==> config.mk <==
export PLATFORM = sky130hd
export DESIGN_NAME = fetch_unit
export DESIGN_NICKNAME = d
export VERILOG_FILES = /design/src/rtl/fetch_unit.sv
export SDC_FILE = /design/constraint.sdc
export NUM_CORES = 1
export LEC_CHECK = 0
export CAP_MARGIN = 20
export CELL_PAD_IN_SITES_DETAIL_PLACEMENT = 0
export CELL_PAD_IN_SITES_GLOBAL_PLACEMENT = 1
export CORE_MARGIN = 2
export CORE_UTILIZATION = 34
export CTS_BUF_LIST = sky130_fd_sc_hd__clkbuf_4
export DETAILED_ROUTE_END_ITERATION = 7
export PLACE_DENSITY_LB_ADDON = 0.1
export SYNTH_ARGS = -nofsm -noshare
export SYNTH_HDL_FRONTEND = slang
export SYNTH_SLANG_ARGS = --single-unit
export TNS_END_PERCENT = 30
==> constraint.sdc <==
create_clock -name i_clk -period 3.15 [get_ports i_clk]
set_input_delay 0.63 -clock i_clk [delete_from_list [all_inputs] [get_ports i_clk]]
set_output_delay 0.63 -clock i_clk [all_outputs]
set_load 0.1 [all_outputs]
==> src/rtl/fetch_unit.sv <==
// Instruction fetch sequencer: FETCH -> EXEC -> FETCH loop with redirect and halt-on-fault.
// Define FETCH_PREFETCH_EN to add a one-entry prefetch buffer that fetches r_pc+4 during EXEC.
module fetch_unit #(
    parameter logic [31:0] RESET_PC = 32'h0000_0000
) (
    input  logic        i_clk,
    input  logic        i_rst_n,
    output logic [31:0] o_fetch_addr,
    output logic        o_fetch_ready,
    input  logic [31:0] i_fetch_data,
    input  logic        i_fetch_valid,
    output logic [31:0] o_inst,
    output logic [31:0] o_pc,
    input  logic        i_finished,
    input  logic        i_pc_change,
    input  logic [31:0] i_new_pc,
    input  logic        i_invalid_inst,
    output logic        o_halted,
    output logic [1:0]  o_fault
);

    // RV32 canonical NOP (addi x0, x0, 0), shown whenever no instruction is live.
    localparam logic [31:0] NOP = 32'h0000_0013;

    localparam logic [1:0] FAULT_NONE      = 2'd0;
    localparam logic [1:0] FAULT_ILLEGAL   = 2'd1;
    localparam logic [1:0] FAULT_MISALIGN  = 2'd2;

    typedef enum logic [1:0] {
        FETCH = 2'd0,
        EXEC  = 2'd1,
        HALT  = 2'd2
    } state_e;

    state_e      state_q, state_d;
    logic [31:0] pc_q, pc_d;
    logic [31:0] inst_q, inst_d;
    logic [1:0]  fault_q, fault_d;
    logic [31:0] pc_plus4;
    logic        xfer;

`ifdef FETCH_PREFETCH_EN
    logic        pf_valid_q, pf_valid_d;
    logic [31:0] pf_data_q, pf_data_d;
`endif

    assign pc_plus4 = pc_q + 32'd4;
    assign o_pc     = pc_q;
    assign o_fault  = fault_q;
    assign o_halted = (state_q == HALT);
    assign xfer     = o_fetch_ready & i_fetch_valid;

    always_comb begin
        o_fetch_ready = 1'b0;
        o_fetch_addr  = pc_q;
        o_inst        = NOP;
        case (state_q)
            FETCH: o_fetch_ready = 1'b1;
            EXEC: begin
                o_inst = inst_q;
`ifdef FETCH_PREFETCH_EN
                o_fetch_ready = ~pf_valid_q;
                o_fetch_addr  = pc_plus4;
`endif
            end
            default: ;
        endcase
    end

    always_comb begin
        state_d = state_q;
        pc_d    = pc_q;
        inst_d  = inst_q;
        fault_d = fault_q;
`ifdef FETCH_PREFETCH_EN
        pf_valid_d = pf_valid_q;
        pf_data_d  = pf_data_q;
`endif
        case (state_q)
            FETCH: begin
                if (xfer) begin
                    inst_d  = i_fetch_data;
                    state_d = EXEC;
                end
            end
            EXEC: begin
                if (i_invalid_inst) begin
                    state_d = HALT;
                    fault_d = FAULT_ILLEGAL;
`ifdef FETCH_PREFETCH_EN
                    pf_valid_d = 1'b0;
`endif
                end else if (i_finished && i_pc_change) begin
                    if (i_new_pc[1:0] == 2'b00) begin
                        pc_d    = i_new_pc;
                        state_d = FETCH;
                    end else begin
                        state_d = HALT;
                        fault_d = FAULT_MISALIGN;
                    end
`ifdef FETCH_PREFETCH_EN
                    pf_valid_d = 1'b0;
`endif
                end else if (i_finished) begin
                    pc_d = pc_plus4;
`ifdef FETCH_PREFETCH_EN
                    // Buffered or same-cycle word becomes the next instruction with no bubble.
                    if (pf_valid_q) begin
                        inst_d     = pf_data_q;
                        pf_valid_d = 1'b0;
                    end else if (xfer) begin
                        inst_d = i_fetch_data;
                    end else begin
                        state_d = FETCH;
                    end
`else
                    state_d = FETCH;
`endif
                end else begin
`ifdef FETCH_PREFETCH_EN
                    if (xfer) begin
                        pf_valid_d = 1'b1;
                        pf_data_d  = i_fetch_data;
                    end
`endif
                end
            end
            default: ;
        endcase
    end

    always_ff @(posedge i_clk or negedge i_rst_n) begin
        if (!i_rst_n) begin
            state_q <= FETCH;
            pc_q    <= RESET_PC;
            inst_q  <= NOP;
            fault_q <= FAULT_NONE;
        end else begin
            state_q <= state_d;
            pc_q    <= pc_d;
            inst_q  <= inst_d;
            fault_q <= fault_d;
        end
    end

`ifdef FETCH_PREFETCH_EN
    always_ff @(posedge i_clk or negedge i_rst_n) begin
        if (!i_rst_n) begin
            pf_valid_q <= 1'b0;
            pf_data_q  <= NOP;
        end else begin
            pf_valid_q <= pf_valid_d;
            pf_data_q  <= pf_data_d;
        end
    end
`endif

endmodule
==> results.toml <==
[timing]
finalMaxSlewViolations = 0
finalHoldViolations = 0
max_slew_margin_pct = 39.34
worst_pin_slew_ns = 0.9098
period_share_pct = 77.70
hold_slack_ns = 0.2945
finClkSkew_ns = 0.01414
finalSetupViolCount = 0
setup_tns_ns = 0
rsz0062_at_grt = "no"
max_freq_ghz = 0.4086
fin_crit_ns = 2.448

[cells_and_area]
antenna_cells = 0
nets = 607
area_delta_synth_final_pct = 49.42
drive_gt1_share_pct = 31.42

[pwr]
leakagePower_nw = 2.438
p_int_mw = 1.776
powerDensity_mw_per_mm2 = 556.4
peakVddDrop_v = 0.0003691
swShare_pct = 43.79
switchingPower_mw = 1.383
pwr-share-clk_pct = 17.7
seq_power_share_pct = 41.8
combPwrFrac_pct = 40.5

[clock_tree]
cts_made_buffers = 9
clock_latency_ns = 0.43
cts_setup_buffers = 0
cts_hold_buf = 0
cts_tree = "built"
clkTransAtPathRegs_ns = 0.13
cts_buffer_depth = 2
cts_resized = 0
cts.htree.levels = 3
cts_root_buf = "clkbuf_4"
clkSinkCount = 68

[logic_synthesis]
yosys_register_bits = 68
synth_edf_count = 0
yosysTopAreaCell = "dfrtp_1"
ys.warnings.count = 0
synth_area_leaders = "dfrtp_1, mux2_2, buf_4"
synth.cell_area_mm2 = 0.003800
synthFlopType = "dfrtp_1"
synthesis.nets = 469
synth.avg_cell_area_um2 = 9.547
yosysSeqAreaShare_pct = 44.88
syn_inst = 398
async_flop_share_pct = 100.0
yosysTopAreaCellShare_pct = 42.81
netlist-cell-type-count = 51

[grt]
track_usage_pct = 18.89
grt_pass1_wl_mm = 17.34
grt_max_degree = 69
met2_usage_pct = 28.44
grt_use_met3_pct = 8.654
grt_antenna_before_repair = 0
busiest_layer = "met2"
grtUsageMet1_pct = 23.73
grt_overflow_total = 0
grt_pass1_vias = 3333

[die]
design.core.area_mm2 = 0.01089
io_pins = 170
die_area_mm2 = 0.01204
rows = 38
start_util_pct = 34.90
die_h_um = 109.7
die_w_um = 109.7

[place]
dp_hpwl_mm = 7.847
place.gp.congestion = 0.7759
port_buffers = 169

[route]
drt-pass1-iter-count = 4
via_per_inst = 5.043
first_iter_violations = 130
avgRoutedWirePerCell_um = 16.16
drtAntennaViolNets = 0
route.detailed.drc = 0
vias = 3434
drt-total-wl_mm = 11.01

[worst_hold_path]
hp-class = "in -> async"

[status]
status = "complete, no violations"

[flow_run]
timing.max_cap.violations = 0

[critical_path]
critPathMaxFanout = 36
reg2reg_depth = 5
worstSetupPathType = "reg -> out"
crit_path_start_kind = "flop"
cp-end-kind = "output pin"
crit_arrival_ns = 1.82
worst_ep_required_time_ns = 2.52
==> power by group through the flow <==
stage	Combinational [mW]	Sequential, mW	Clock [mW]
2_1_floorplan	0.673	1.65	0
4_1_cts	1.29	1.32	0.587
3_3_place_gp	1.28	1.32	0
6_report	1.28	1.32	0.560
5_1_grt	1.34	1.36	0.631
3_5_place_dp	1.29	1.34	0
==> stage by stage <==
stage	cells	cell area (µm²)	setup slack [ns]	utilization (%)	total power [mW]
detailed placement	665	5553	0.3605	51.00	2.627
finish	681	5678	0.7024	52.15	3.159
global route	681	5678	0.5201	52.15	3.339
CTS	681	5678	0.6429	52.15	3.199
floorplan	398	3800	0.4616	-	2.323
global placement	665	5553	0.4132	51.00	2.601
==> cells in the mapped netlist, drive strengths merged (2+ instances only) <==
cell type / n
nor4: 6
o21ai: 19
a31oi: 4
nand4: 4
nor2b: 2
a311oi: 2
nor3: 11
inv: 3
and3: 8
nand2b: 7
nand3: 20
and2: 33
a21oi: 29
and4: 6
o22ai: 9
buf: 33
dfstp: 3
nor2: 19
or3: 4
clkbuf: 22
mux2: 34
dfrtp: 65
a2bb2oi: 3
or4: 2
nand2: 30
or4b: 2
==> worst paths after layout <==
check	startpoint	to	slack, ns
min reg2reg	inst_q[24]$_DFFE_PN0P_	inst_q[24]$_DFFE_PN0P_	0.51
max reg2reg	o_fetch_addr[10]$_DFFE_PN0P_	o_fetch_addr[31]$_DFFE_PN0P_	0.83
max in group asynchronous	i_rst_n	inst_q[13]$_DFFE_PN0P_	2.22
min	i_rst_n	o_fetch_addr[13]$_DFFE_PN0P_	0.29
max	state_q[0]$_DFFE_PN0P_	o_inst[27]	0.70
min in group i_clk	inst_q[24]$_DFFE_PN0P_	inst_q[24]$_DFFE_PN0P_	0.51
==> cell families (layout without fill, tap and decap cells) <==
| logic type | count (synthesis) | after routing | synth area share (%) |
|---|---|---|---|
| AND/OR/NAND/NOR | 158 | 158 | 23.18 |
| flip-flops | 68 | 68 | 44.88 |
| buffers and inverters | 58 | 201 | 9.022 |
| multiplexers | 35 | 35 | 10.34 |
| adder cells (fa/ha/maj) | 1 | 1 | 0.3292 |
| AO/OA/AOI/OAI | 78 | 78 | 12.25 |
==> flip-flops by register name (all words and copies together), names as in the netlist <==
name / cells
inst_q: 32
o_fetch_addr: 32
o_fault: 2
state_q: 2
==> final cells by class <==
type / instances / area [µm²]
timing repair buffer: 182 / 1899
inverter: 3 / 11.26
tap: 140 / 175.2
clock inverter: 7 / 57.56
sequential: 68 / 1705
multi-input combinational: 272 / 1762
clock buffer: 9 / 67.56
fill: 1008 / 5210
==> worst max-delay path, stage by stage, from the launching register on <==
cell	delay, ns
dfrtp_1	0.48
nor2b_2	0.18
buf_4	0.30
and2_1	0.24
buf_12	0.19
==> per-layer routing <==
layer | up-vias | part of all wire [%]
met5 | - | 0
met4 | 0 | 1.6
met3 | 16 | 11
met2 | 125 | 46
met1 | 1624 | 42
li1 | 1669 | -
==> cell usage in the layout, fill, tap and decap left out, types with 18 or more instances in the layout <==
| master | synthesis | routed |
|---|---|---|
| a21oi_1 | 29 | 29 |
| and2_1 | 33 | 33 |
| buf_12 | 0 | 29 |
| buf_4 | 32 | 85 |
| clkdlybuf4s50_1 | 0 | 68 |
| dfrtp_1 | 65 | 65 |
| mux2_2 | 33 | 33 |
| nand2_1 | 28 | 28 |
| nand3_1 | 20 | 20 |
| nor2_1 | 19 | 18 |
| o21ai_0 | 19 | 19 |
(Power assumes the default switching activity.)
